## src/rtl/uart_arb_pkg.sv

```systemverilog
// Shared constants and types for the uart_tx arbiter.
// Holds FSM state encoding, requester count and requester index constants.
package uart_arb_pkg;

   localparam int unsigned NUM_REQ = 2;
   localparam int unsigned DATA_W  = 8;
   localparam int unsigned REQ_CPU = 0;
   localparam int unsigned REQ_DBG = 1;

   typedef enum logic [1:0] {
      ST_IDLE  = 2'd0,
      ST_START = 2'd1,
      ST_WAIT  = 2'd2
   } state_e;

endpackage

```

## src/rtl/uart_arb_pick.sv

```systemverilog
// Combinational round-robin picker for the uart_tx arbiter.
// Ports:
//   valid     in  per-requester byte valid
//   rr_ptr    in  preferred requester when both are valid and unlocked
//   locked    in  a message is in progress; only the owner is a candidate
//   owner     in  index of the locked owner
//   sel       out selected requester index
//   sel_valid out sel refers to a requester with a valid byte
module uart_arb_pick
   import uart_arb_pkg::*;
(
   input  logic [NUM_REQ-1:0] valid,
   input  logic               rr_ptr,
   input  logic               locked,
   input  logic               owner,
   output logic               sel,
   output logic               sel_valid
);

   // A locked owner blocks the other requester even while its own valid is low.
   always_comb begin
      sel       = 1'b0;
      sel_valid = 1'b0;
      if (locked) begin
         sel       = owner;
         sel_valid = valid[owner];
      end else if (&valid) begin
         sel       = rr_ptr;
         sel_valid = 1'b1;
      end else if (valid[REQ_DBG]) begin
         sel       = 1'b1;
         sel_valid = 1'b1;
      end else if (valid[REQ_CPU]) begin
         sel       = 1'b0;
         sel_valid = 1'b1;
      end
   end

endmodule

```

## src/rtl/uart_tx_arbiter.sv

```systemverilog
// Shares one uart_tx serializer between the CPU-side device (req 0) and the
// debug port (req 1). Round-robin with message locking: an owner keeps the
// transmitter until it sends a byte flagged last. Sequences start/busy.
// Optional lock timeout is built when UART_ARB_TIMEOUT_EN is defined.
// Ports:
//   clk, reset            clock, synchronous active-high reset
//   req_valid/req_last    per-requester byte valid and end-of-message flag
//   req_data0/req_data1   requester bytes
//   req_ready             one-cycle accept pulse per requester
//   tx_start/tx_data      to uart_tx TxD_start/TxD_data
//   tx_busy               from uart_tx TxD_busy
//   grant/locked          current owner (one-hot) and message-in-progress
//   sent_count            bytes handed to uart_tx, wraps
//   timeout               pulse when a stale lock is dropped
module uart_tx_arbiter
   import uart_arb_pkg::*;
#(
   parameter int unsigned TIMEOUT_CYCLES = 1000,
   parameter int unsigned CNT_W          = 16
) (
   input  logic               clk,
   input  logic               reset,
   input  logic [NUM_REQ-1:0] req_valid,
   input  logic [DATA_W-1:0]  req_data0,
   input  logic [DATA_W-1:0]  req_data1,
   input  logic [NUM_REQ-1:0] req_last,
   output logic [NUM_REQ-1:0] req_ready,
   output logic               tx_start,
   output logic [DATA_W-1:0]  tx_data,
   input  logic               tx_busy,
   output logic [NUM_REQ-1:0] grant,
   output logic               locked,
   output logic [CNT_W-1:0]   sent_count,
   output logic               timeout
);

   state_e               state_q, state_d;
   logic [NUM_REQ-1:0]   req_ready_q, req_ready_d;
   logic                 tx_start_q, tx_start_d;
   logic [DATA_W-1:0]    tx_data_q, tx_data_d;
   logic [NUM_REQ-1:0]   grant_q, grant_d;
   logic                 locked_q, locked_d;
   logic                 rr_ptr_q, rr_ptr_d;
   logic [CNT_W-1:0]     sent_count_q, sent_count_d;

   logic owner;
   logic sel;
   logic sel_valid;

   // While locked, grant holds the owner's one-hot.
   assign owner = grant_q[REQ_DBG];

   uart_arb_pick u_pick (
      .valid     (req_valid),
      .rr_ptr    (rr_ptr_q),
      .locked    (locked_q),
      .owner     (owner),
      .sel       (sel),
      .sel_valid (sel_valid)
   );

`ifdef UART_ARB_TIMEOUT_EN
   localparam int unsigned TO_W = (TIMEOUT_CYCLES > 1) ? $clog2(TIMEOUT_CYCLES) : 1;

   logic [TO_W-1:0] idle_cnt_q, idle_cnt_d;
   logic            timeout_q, timeout_d;

   // Idle-owner counter and timeout pulse register.
   always_ff @(posedge clk) begin
      if (reset) begin
         idle_cnt_q <= '0;
         timeout_q  <= 1'b0;
      end else begin
         idle_cnt_q <= idle_cnt_d;
         timeout_q  <= timeout_d;
      end
   end

   assign timeout = timeout_q;
`else
   logic unused_timeout_cfg;
   assign unused_timeout_cfg = ^TIMEOUT_CYCLES;
   assign timeout = 1'b0;
`endif

   // State and output registers.
   always_ff @(posedge clk) begin
      if (reset) begin
         state_q      <= ST_IDLE;
         req_ready_q  <= '0;
         tx_start_q   <= 1'b0;
         tx_data_q    <= '0;
         grant_q      <= '0;
         locked_q     <= 1'b0;
         rr_ptr_q     <= 1'b0;
         sent_count_q <= '0;
      end else begin
         state_q      <= state_d;
         req_ready_q  <= req_ready_d;
         tx_start_q   <= tx_start_d;
         tx_data_q    <= tx_data_d;
         grant_q      <= grant_d;
         locked_q     <= locked_d;
         rr_ptr_q     <= rr_ptr_d;
         sent_count_q <= sent_count_d;
      end
   end

   // Next-state and output logic.
   always_comb begin
      state_d      = state_q;
      req_ready_d  = '0;
      tx_start_d   = tx_start_q;
      tx_data_d    = tx_data_q;
      grant_d      = grant_q;
      locked_d     = locked_q;
      rr_ptr_d     = rr_ptr_q;
      sent_count_d = sent_count_q;
`ifdef UART_ARB_TIMEOUT_EN
      idle_cnt_d   = idle_cnt_q;
      timeout_d    = 1'b0;
`endif
      case (state_q)
         ST_IDLE: begin
            // Accept only once the serializer is idle.
            if (!tx_busy && sel_valid) begin
               req_ready_d[sel] = 1'b1;
               tx_data_d        = sel ? req_data1 : req_data0;
               grant_d          = '0;
               grant_d[sel]     = 1'b1;
               sent_count_d     = sent_count_q + CNT_W'(1);
               tx_start_d       = 1'b1;
               state_d          = ST_START;
               locked_d         = !req_last[sel];
               if (req_last[sel]) begin
                  rr_ptr_d = !sel;
               end
`ifdef UART_ARB_TIMEOUT_EN
               idle_cnt_d = '0;
`endif
            end
`ifdef UART_ARB_TIMEOUT_EN
            else if (locked_q && !req_valid[owner]) begin
               // Stale owner: drop the lock and hand priority to the other side.
               if (idle_cnt_q == TO_W'(TIMEOUT_CYCLES - 1)) begin
                  locked_d   = 1'b0;
                  grant_d    = '0;
                  rr_ptr_d   = !owner;
                  timeout_d  = 1'b1;
                  idle_cnt_d = '0;
               end else begin
                  idle_cnt_d = idle_cnt_q + TO_W'(1);
               end
            end
`endif
         end
         ST_START: begin
            if (tx_busy) begin
               tx_start_d = 1'b0;
               state_d    = ST_WAIT;
            end
         end
         ST_WAIT: begin
            if (!tx_busy) begin
               state_d = ST_IDLE;
               if (!locked_q) begin
                  grant_d = '0;
               end
            end
         end
         default: state_d = ST_IDLE;
      endcase
   end

   assign req_ready  = req_ready_q;
   assign tx_start   = tx_start_q;
   assign tx_data    = tx_data_q;
   assign grant      = grant_q;
   assign locked     = locked_q;
   assign sent_count = sent_count_q;

endmodule
```

## config.mk

```make
export PLATFORM = sky130hd
export DESIGN_NAME = uart_tx_arbiter
export DESIGN_NICKNAME = d
export VERILOG_FILES = /design/src/rtl/uart_arb_pkg.sv /design/src/rtl/uart_arb_pick.sv /design/src/rtl/uart_tx_arbiter.sv
export SDC_FILE = /design/constraint.sdc
export NUM_CORES = 1
export LEC_CHECK = 0
export BUFFER_PORTS_ARGS = -buffer_cell sky130_fd_sc_hd__clkbuf_2
export CELL_PAD_IN_SITES_DETAIL_PLACEMENT = 0
export CELL_PAD_IN_SITES_GLOBAL_PLACEMENT = 1
export CORE_MARGIN = 2
export CORE_UTILIZATION = 35
export DETAILED_ROUTE_END_ITERATION = 7
export PLACE_DENSITY = 0.86
export SLEW_MARGIN = 20
export SYNTH_ARGS = -nofsm -noshare
export SYNTH_HDL_FRONTEND = slang
export SYNTH_SLANG_ARGS = --single-unit
```

## constraint.sdc

```tcl
create_clock -name clk -period 2.2 [get_ports clk]
set_input_delay 0.11 -clock clk [delete_from_list [all_inputs] [get_ports clk]]
set_output_delay 0.11 -clock clk [all_outputs]
set_load 0.01 [all_outputs]
```

# Word level (Yosys, flattened, before mapping)
# Index checks and enable logic that the tools add are counted.
[word_totals]
regBits = 33
inputBits = 23
output_inout_bits = 31
elab_cells = 60
[op_classes]
add_sub_neg = 1
eq_ne = 6
reduce_logical = 15
n_bitwise = 2
order_cmp = 3
mux = 25
[op_table]
columns = ["op", "count"]
rows = [
  ["$add 16x1->16 const B", 1],
  ["$mux 1", 14],
  ["$mux 2", 6],
  ["$reduce_and 3->1", 3],
  ["$mux 8", 1],
  ["$ne 2x2->1 const B", 4],
  ["$pmux 2 s3", 1],
  ["$lt 1x2->1 const B", 2],
  ["$pmux 2 s2", 1],
  ["$reduce_and 2->1", 2],
  ["$reduce_and 4->1", 1],
  ["$reduce_bool 2->1", 2],
  ["$logic_not 1->1", 3],
  ["$reduce_or 3->1", 1],
  ["$eq 2x1->1 const B", 1],
  ["$eq 2x2->1 const B", 1],
  ["$logic_and 1x1->1", 2],
  ["$logic_not 2->1", 1],
  ["$not 1->1", 2],
  ["$pmux 1 s2", 1],
  ["$demux 1 s1", 1],
  ["$ge 1x1->1 const B", 1],
]

# Longest topological paths before layout
[depth]
word_depth = 9
depth_mapped = 6
depth_no_buf = 4

# Modules after synthesis
# A second synthesis with hierarchy kept.
[hier_totals]
cells_unflattened = 163
hier_area_um2 = 1466.4
[by_module_without_submodules]
columns = ["mod", "n_inst", "seq_area_each_um2", "area_per_inst_um2", "cells_each"]
rows = [
  ["uart_tx_arbiter", 1, 660.6, 1422.6, 156],
  ["uart_arb_pick", 1, 0.0, 43.8, 7],
]

# Worst setup path before layout
# Ideal clock, no wire load.
[synth_timing]
kind = "reg2reg"
startpoint = "register state_q[0]"
endpoint = "register sent_count_q[15], in the netlist sent_count[15]"
arrival_time_ps = 1702
setup_ps = 132
path_buffers = 1
stages_incl_launch_ff = 6
period_less_slack_ps = 1834
path_slack_ps = 366
required_time_ps = 2068
cell_sequence = "dfxtp_1 > or4b_1 > a2111o_1 > buf_4 > o41ai_1 > a21oi_1"
[synth_between]
elab_chain_len = 2
[synth_lines]
columns = ["element", "line", "rtl"]
rows = [
  ["from (decl)", "uart_tx_arbiter.sv:37", "state_e state_q, state_d;"],
  ["from (signal assigned)", "uart_tx_arbiter.sv:98", "state_q <= state_d;"],
  ["$logic_not 2->1", "uart_tx_arbiter.sv:123", "case (state_q)"],
  ["$reduce_and 2->1 (no source line)", "--", ""],
  ["to (signal assigned)", "uart_tx_arbiter.sv:105", "sent_count_q <= sent_count_d;"],
  ["to (decl)", "uart_tx_arbiter.sv:44", "logic [CNT_W-1:0] sent_count_q, sent_count_d;"],
]
# No other way between the ends.
# A chain may end at the register's enable or synchronous reset.

# Worst setup path after layout
[layout_timing]
startpoint = "register state_q[0]"
endpoint = "register sent_count_q[13], in the netlist sent_count[13]"
# Same word-level chain as after synthesis.

==> impl_metrics.csv <==
group,metric,value,unit
hold_path,hold_class,"input pin to register",
worst_setup_path,path_max_fanout,6,
worst_setup_path,cp_cell_sequence,"or4b_1 -> a2111o_1 -> or4_1 -> a21oi_1",
route,via_count,1531,
finish,n_antenna_cell,0,
grt,grt_pass1_vias,1307,
worst_setup_path,slowest_delay,0.52,ns
grt,grt.total_usage,15.0,%
clock_tree,postCtsHoldBufs,0,
placement,dpl_cell_area,1900,µm²
clock_tree,clk_latency,0.28,ns
pwr,ir_worst_vdd,0.000351,V
synthesis,netlist_area,1590,µm²
clock_tree,cts_resized,0,
worst_setup_path,critPathKind,"register to register",
synthesis,synth_top_area_cell,"dfxtp_1",
route,drt_first_pass_iters,4,
grt,grt_antenna_before_repair,0,
timing,setup_violations,0,
status,status,"finished clean",
worst_setup_path,startpoint_type,"register",
grt,grt_first_pass_wirelength,6020,µm
synthesis,ys_types,43,
timing,maxSlewViolCount,0,
grt,grt_max_degree,39,
die,rows,24,
worst_setup_path,cp_slowest_cell,"or4b_1",
placement,place_hpwl,2800,µm
clock_tree,root_buffer,"clkbuf_8",
finish,final_util,45.5,%
worst_setup_path,path_delay_family,"simple AND/OR/NAND/NOR gates",
worst_setup_path,path_buf_inv,0,
finish,area_growth,25.0,%
synthesis,ys_seq_area_share,41.6,%
route,drc,0,
route,antenna_left,0,
timing,finalHoldViolations,0,
finish,finalInstanceArea,1980,µm²
flow_run,maxCapViolations,0,
synthesis,ys_ff_latch,33,
route,via_per_inst,5.24,
grt,overflow,0,
synthesis,synth_commonest_cells,"33 x dfxtp_1, 22 x nand2_1, 22 x nor2_1",
pwr,pwr_density_cell,647,nW/µm²
placement,gp_congestion,0.822,
clock_tree,cts_buffers,5,
synthesis,yosysMostFrequentCell,"dfxtp_1",
clock_tree,cts.clk_slew.worst_paths,0.06,ns
worst_setup_path,end_kind,"register",
clock_tree,cts_sinks,33,
timing,min_period_over_period,89.1,%
synthesis,yosysTopAreaCellShare,41.6,%
finish,nets,264,
pwr,leakage,0.000807,µW
timing,rsz0062_at_grt,"no",
clock_tree,h-tree-depth,2,
synthesis,avgSynthCellArea,8.39,µm²
timing,fmaxAchievable,510,MHz
die,die_y,71.3,µm
route,met1Wirelength,1770,µm
timing,maxSlewHeadroom,49.2,%
die,die_x,71.3,µm
route,wl_per_cell,13.0,µm
die,initial_core_util,36.4,%
placement,place_ws,0.250,ns
route,routed_wl,3800,µm
clock_tree,cts_tree,"yes",
synthesis,syn_inst,189,
worst_setup_path,crit_required,2.39,ns
route,drt_iter0_drc,59,
timing,fin_skew,0.00822,ns
synthesis,synth_edf_count,0,
finish,drive_gt1_share,27.5,%
clock_tree,cts.path.max_buffers,2,
die,coreArea,4350,µm²
clock_tree,post_cts_buffers,0,
route,routed-wl-met2,1670,µm
timing,setup-tns-final,0,ns
synthesis,yosysWarnings,0,
worst_setup_path,arrival,2.15,ns
placement,port-buffer-count,52,
timing,worstMarginPinSlew,0.763,ns
timing,setup_ws,0.239,ns
die,die_area,5090,µm²
synthesis,synth-main-ff-cell,"dfxtp_1",
synthesis,synth.area.top_cells,"dfxtp_1 42%, nand2_1 5.2%, nor2_1 5.2%, a21oi_1 4.4%, a311oi_1 4.4%",
synthesis,mappedNetlistNets,213,
route,met3_length,333,µm
die,ios,54,
route,top_layer,"met4",
synthesis,async_flop_share,0,%
timing,post-route-min-period,1.96,ns
-- worst paths after layout --
check,startpoint,endpoint,slack [ns],cells past startpoint
min reg2reg,tx_data[0]$_SDFFE_PP0P_,tx_data[0]$_SDFFE_PP0P_,0.49,2
max,state_q[0]$_SDFFE_PP0P_,sent_count[13]$_SDFFE_PP0P_,0.24,4
max reg2reg,state_q[0]$_SDFFE_PP0P_,sent_count[13]$_SDFFE_PP0P_,0.24,4
min,req_data0[1],tx_data[1]$_SDFFE_PP0P_,0.07,3
-- worst register-to-register path, delay by kind of cell (launching register included) --
kind,cells,cell delay [ns]
and+or+nand+nor,2,1.03
DFF,1,0.35
AOI/OAI and AO/OA,2,0.50
-- cells by family after synthesis --
kind of cell | after synthesis | synth area share [%]
simple gates | 87 | 27.9
compound gates | 40 | 18.1
mux | 7 | 4.81
xor+xnor | 3 | 1.66
fa+ha+maj | 1 | 0.789
flops | 33 | 41.6
buf+inv | 17 | 4.81
other cells | 1 | 0.236
-- final cells by class --
type | count | area (µm²)
fill | 447 | 2370
multi-input combinational | 139 | 862
sequential | 33 | 661
timing repair buffer | 56 | 290
clock buffer | 7 | 86.3
tap | 52 | 65.1
inverter | 5 | 18.8
-- report_power, final --
group	internal, µW	switching, µW	leakage [µW]
Combinational	78.3	102	0.000494
Clock	248	207	0.0000443
Sequential	626	22.0	0.000269
-- per-stage QoR --
stage          hold slack [ns]  power (µW)  instances
2_1_floorplan            0.269         770        189
3_3_place_gp             0.366         842        285
3_5_place_dp             0.368         845        285
4_1_cts                 0.0642        1300        292
5_1_grt                 0.0698        1350        292
6_report                0.0693        1280        292
-- state kept, by name, summed over array words and instances (netlist names) --
signal / flops
req_ready: 2
grant: 2
tx_data: 8
sent_count: 16
tx_start: 1
locked: 1
state_q: 2
rr_ptr_q: 1
-- cells in the final DEF (no fill, tap or decap), types with 4 or more instances in the layout --
| master | instances |
|---|---|
| buf_4 | 4 |
| clkbuf_2 | 52 |
| nand4_1 | 4 |
| nor2b_1 | 5 |
| clkbuf_8 | 6 |
| a311oi_1 | 8 |
| mux2_1 | 5 |
| nand2_1 | 22 |
| nand3_1 | 7 |
| inv_1 | 5 |
| nor3_1 | 5 |
| nor2_1 | 22 |
| dfxtp_1 | 33 |
| a21oi_1 | 14 |
| or3_1 | 4 |
-- layer usage --
metal / up-vias / global-route usage (%)
met4: 0 / 4.40
met3: 4 / 5.91
met1: 690 / 18.7
li1: 778 / -
met5: - / 0
met2: 59 / 23.9
Power figures use the tool's default switching activity.
